[config.mk]
export PLATFORM = sky130hd
export DESIGN_NAME = bin_bcd_conv
export DESIGN_NICKNAME = d
export VERILOG_FILES = /design/src/rtl/bin_bcd_conv.sv
export SDC_FILE = /design/constraint.sdc
export NUM_CORES = 1
export LEC_CHECK = 0
export CORE_AREA = 8 8 111 113
export DETAILED_ROUTE_END_ITERATION = 8
export DIE_AREA = 0 0 119 121
export GPL_ROUTABILITY_DRIVEN = 0
export MAX_ROUTING_LAYER = met4
export PLACE_DENSITY = 0.6
export SYNTH_ARGS = -nofsm -noshare
export SYNTH_HDL_FRONTEND = slang
export SYNTH_SLANG_ARGS = --single-unit
[constraint.sdc]
create_clock -name i2c_clk -period 1.86 [get_ports i2c_clk]
set_input_delay 0.372 -clock i2c_clk [delete_from_list [all_inputs] [get_ports i2c_clk]]
set_output_delay 0.372 -clock i2c_clk [all_outputs]
set_load 0.02 [all_outputs]
[src/rtl/bin_bcd_conv.sv]
// 16-bit unsigned binary to 5-digit BCD converter (double dabble), re-running
// only when the measurement value or unit flag changes, with leading-zero mask.
module bin_bcd_conv (
    input  logic        i2c_clk,
    input  logic        rst,
    input  logic [15:0] bin,
    input  logic [1:0]  flag,
    output logic [19:0] bcd,
    output logic [4:0]  blank,
    output logic [1:0]  unit,
    output logic        busy,
    output logic        data_valid
);

    typedef enum logic [1:0] {IDLE, LOAD, SHIFT, DONE} state_t;

    state_t      state;
    state_t      state_next;
    logic [15:0] snap_bin;
    logic [1:0]  snap_flag;
    logic        force_conv;
    logic [15:0] shreg;
    logic [19:0] work;
    logic [3:0]  bit_cnt;
    logic [19:0] adj;
    logic [4:0]  mask;

    always_ff @(posedge i2c_clk) begin
        if (rst) begin
            state <= IDLE;
        end else begin
            state <= state_next;
        end
    end

    always_comb begin
        state_next = state;
        case (state)
            IDLE: begin
                if (force_conv || ({bin, flag} != {snap_bin, snap_flag})) begin
                    state_next = LOAD;
                end
            end
            LOAD:  state_next = SHIFT;
            SHIFT: begin
                if (bit_cnt == 4'd15) begin
                    state_next = DONE;
                end
            end
            DONE:    state_next = IDLE;
            default: state_next = IDLE;
        endcase
    end

    // Add-3 correction on every digit before the shift keeps each digit in 0..9.
    always_comb begin
        adj = work;
        for (int k = 0; k < 5; k++) begin
            if (work[4*k +: 4] >= 4'd5) begin
                adj[4*k +: 4] = work[4*k +: 4] + 4'd3;
            end
        end
    end

    always_comb begin
        mask    = 5'b00000;
        mask[4] = (work[19:16] == 4'd0);
        mask[3] = mask[4] && (work[15:12] == 4'd0);
        mask[2] = mask[3] && (work[11:8] == 4'd0);
        mask[1] = mask[2] && (work[7:4] == 4'd0);
    end

    assign busy = (state != IDLE);

    always_ff @(posedge i2c_clk) begin
        if (rst) begin
            bcd        <= 20'd0;
            blank      <= 5'b11110;
            unit       <= 2'b00;
            data_valid <= 1'b0;
            snap_bin   <= 16'd0;
            snap_flag  <= 2'b00;
            force_conv <= 1'b1;
            shreg      <= 16'd0;
            work       <= 20'd0;
            bit_cnt    <= 4'd0;
        end else begin
            data_valid <= 1'b0;
            case (state)
                LOAD: begin
                    shreg      <= bin;
                    snap_bin   <= bin;
                    snap_flag  <= flag;
                    work       <= 20'd0;
                    bit_cnt    <= 4'd0;
                    force_conv <= 1'b0;
                end
                SHIFT: begin
                    {work, shreg} <= {adj, shreg} << 1;
                    if (bit_cnt != 4'd15) begin
                        bit_cnt <= bit_cnt + 4'd1;
                    end
                end
                DONE: begin
                    bcd        <= work;
                    unit       <= snap_flag;
                    blank      <= mask;
                    data_valid <= 1'b1;
                end
                default: ;
            endcase
        end
    end

endmodule

==> flow_metrics.env <==
export IMPL_global_route_wire_length_before_repair_um=14590
export IMPL_cts_htree_levels=3
export IMPL_cts_buffer_depth=2
export IMPL_cellInternalPower_mw=4.130
export IMPL_numCtsBuffers=9
export IMPL_power_frac_clock=0.256
export IMPL_finish_utilization=0.4776
export IMPL_clock_skew_final_ns=0.008190
export IMPL_maxCapViolCount=0
export IMPL_fp_dieArea_sq_mm=0.01440
export IMPL_timing_final_crit_period_ns=1.708
export IMPL_cts_repair_timing_setup_buffer_count=0
export IMPL_synthesis_instances=430
export IMPL_tritoncts_clock_tree="done"
export IMPL_area_growth_synth_to_final_pct=23.42
export IMPL_floorplan_core_area_sq_mm=0.01060
export IMPL_p_sw_frac=0.3424
export IMPL_post_route_cells_drive_above_1_share=0.1014
export IMPL_crit_chain="inv_1 > ha_1 > buf_12 > nor3b_1 > mux2i_1 > o311ai_0"
export IMPL_post_layout_cell_count=633
export IMPL_finalHoldViolations=0
export IMPL_first_iter_violations=154
export IMPL_pin_count=49
export IMPL_floorplan_rows=38
export IMPL_p_leak_nw=1.873
export IMPL_yosys_warnings=0
export IMPL_hpwlAfterDp_um=6084
export IMPL_grt_pass1_vias=3020
export IMPL_clkSinkCount=88
export IMPL_floorplan_die_width_um=119
export IMPL_synth_cell_types=40
export IMPL_detailroute_via_count=3113
export IMPL_setup_violators_final=0
export IMPL_dpl_cell_count=617
export IMPL_detail_route_vias_per_cell=4.918
export IMPL_gr_total_overflow=0
export IMPL_hold_path_class="input port to flop"
export IMPL_clkSlewWorstSetupHoldPaths_ns=0.08
export IMPL_port_buffers=47
export IMPL_critical_path_peak_fanout=54
export IMPL_antenna_found_initial=0
export IMPL_worst_endpoint_required_ns=2.11
export IMPL_arrival_ns=1.96
export IMPL_postRouteAntennaNets=0
export IMPL_p_switching_mw=2.150
export IMPL_count_of_filler_cells_inserted_in_the_layout=1005
export IMPL_synth_area_top_cells="sky130_fd_sc_hd__dfxtp_1, sky130_fd_sc_hd__mux2i_1, sky130_fd_sc_hd__nor2_1"
export IMPL_antenna_diode_count=0
export IMPL_place_ws_ns=-0.1677
export IMPL_synth_nets=468
export IMPL_netlist_area_sq_mm=0.004103
export IMPL_cp_slowest_cell="sky130_fd_sc_hd__dfxtp_1"
export IMPL_die_height_um=121
export IMPL_p_seq_frac=0.372
export IMPL_post_synth_cell_area_avg_sq_um=9.541
export IMPL_p_comb_frac=0.372
export IMPL_rsz0062_at_grt="no"
export IMPL_drt_pass_1_iters=7
export IMPL_worst_setup_slack_final_ns=0.1516
export IMPL_routedWlPerCell_um=13.70
export IMPL_cp_top_family="flip-flops"
export IMPL_critPathKind="flop to flop"
export IMPL_seq_area_frac_synth=0.4294
export IMPL_drc=0
export IMPL_global_route_usage_total=0.1256
export IMPL_synth_top_area_share=0.4294
export IMPL_design_final_nets=526
export IMPL_synth_largest_area_cell="sky130_fd_sc_hd__dfxtp_1"
export IMPL_timing_critical_path_to_type="flop"
export IMPL_initial_utilization=0.3869
export IMPL_setup_tns_final_ns=0
export IMPL_clk_insertion_delay_late_ns=0.36
export IMPL_timing_final_max_slew_violations=0
export IMPL_drt_total_wl_um=8672
export IMPL_clockRootBuffer="sky130_fd_sc_hd__clkbuf_8"
export IMPL_critical_path_max_stage_delay_ns=0.37
export IMPL_setup_worst_path_start_class="flop"
export IMPL_final_hold_worst_slack_ns=0.3809
export IMPL_cts_resized=1
export IMPL_cp_num_buf_inv=2
export IMPL_min_period_over_period=0.9185
export IMPL_cts_hold_repair_buffers=0
export IMPL_ir_worst_vdd_mv=0.9816
export IMPL_fmax_ghz=0.5853
export IMPL_ys_seq_elements=88
export IMPL_grt_max_degree=55
export IMPL_p_per_area_mw_per_mm2=1240
export IMPL_run_status="finished clean"
-- path summary, 6_finish.rpt --
path | startpoint | to | slack, ns | cells past startpoint
max | state[1]$_SDFFE_PP0P_ | state[1]$_SDFFE_PP0P_ | 0.15 | 6
min | rst | bit_cnt[0]$_SDFFE_PP0P_ | 0.38 | 2
max reg2reg | state[1]$_SDFFE_PP0P_ | state[1]$_SDFFE_PP0P_ | 0.15 | 6
min reg2reg | force_conv$_SDFFE_PP1P_ | force_conv$_SDFFE_PP1P_ | 0.48 | 1
-- placed cells by master (no fill, tap or decap), types with 6 or more instances in the layout --
master / n
sky130_fd_sc_hd__nor2b_1: 6
sky130_fd_sc_hd__nand2_1: 9
sky130_fd_sc_hd__a2bb2oi_1: 9
sky130_fd_sc_hd__o31ai_1: 7
sky130_fd_sc_hd__ha_1: 18
sky130_fd_sc_hd__xnor2_1: 23
sky130_fd_sc_hd__a211oi_1: 15
sky130_fd_sc_hd__buf_4: 23
sky130_fd_sc_hd__clkdlybuf4s50_1: 45
sky130_fd_sc_hd__dfxtp_1: 88
sky130_fd_sc_hd__mux2i_1: 61
sky130_fd_sc_hd__nand3_1: 8
sky130_fd_sc_hd__nor2_1: 81
sky130_fd_sc_hd__a21oi_1: 18
sky130_fd_sc_hd__clkbuf_8: 9
sky130_fd_sc_hd__inv_1: 14
sky130_fd_sc_hd__nand2b_1: 9
-- stage by stage --
stage	instance area [sq um]	power, mW
final	5064	6.280
after global routing	5064	6.679
after CTS	5066	6.358
after detailed placement	4825	4.746
after global placement	4825	4.708
after floorplan	4103	4.134
-- worst reg2reg max path, cell delays in order, from the launching register on --
cell and delay, ns:
sky130_fd_sc_hd__dfxtp_1 0.37, sky130_fd_sc_hd__inv_1 0.08, sky130_fd_sc_hd__ha_1 0.33, sky130_fd_sc_hd__buf_12 0.24, sky130_fd_sc_hd__nor3b_1 0.35, sky130_fd_sc_hd__mux2i_1 0.13, sky130_fd_sc_hd__o311ai_0 0.11
-- Yosys cell counts (all sizes together) --
cell type	instances
o311ai	1
a32oi	5
o211ai	3
buf	22
mux2i	61
and2	2
nor4	1
nand2b	9
ha	18
a21oi	18
a2bb2oi	9
or3	1
clkbuf	4
nand3	8
inv	16
o31ai	7
nor3	1
xnor2	23
dfxtp	88
nand4	5
nor2	81
conb	1
and4b	1
nand2	9
nor2b	6
or2	1
nor3b	3
a2111oi	2
o21ai	5
a21o	1
nor4b	1
a211oi	15
o21a	1
a211o	1
-- layer usage --
| metal | global-route usage | up-vias | share of wire |
|---|---|---|---|
| li1 | - | 1589 | - |
| met1 | 0.1488 | 1452 | 0.47 |
| met2 | 0.2044 | 63 | 0.48 |
| met3 | 0.03537 | 9 | 0.046 |
| met4 | 0.03557 | 0 | 0.0098 |
| met5 | - | - | 0 |
-- logic make-up (layout without fill, tap and decap cells) --
kind of cell	Yosys count	after routing	synth area share
fa+ha+maj	18	18	0.05490
buf+inv	42	105	0.05154
other cells	1	1	0.0009140
xor+xnor	23	23	0.04910
flops	88	88	0.4294
mux	61	61	0.1488
compound gates	68	68	0.1189
simple gates	129	129	0.1464
-- registers in the layout (all words and copies together) (netlist names) --
name and count:
bcd 20, work 20, shreg 16, snap_bin 16
bit_cnt 4, blank 4, snap_flag 2, state 2
unit 2, data_valid 1, force_conv 1
-- layout make-up --
class,count,area (sq um),area share
Clock buffer,10,127.6,0.02520
Clock inverter,6,115.1,0.02273
Inverter,16,60.06,0.01186
Multi-Input combinational cell,300,2131,0.4208
Sequential cell,88,1762,0.3479
Tap cell,140,175.2,0.03459
Timing Repair Buffer,73,693.2,0.1369
-- power by group through the flow --
stage	logic, mW	clock network, mW	registers, mW
2_1_floorplan	1.75	0	2.38
3_3_place_gp	2.34	0	2.37
3_5_place_dp	2.37	0	2.38
4_1_cts	2.36	1.66	2.34
5_1_grt	2.58	1.73	2.37
6_report	2.33	1.61	2.34
(Power assumes the default switching activity.)
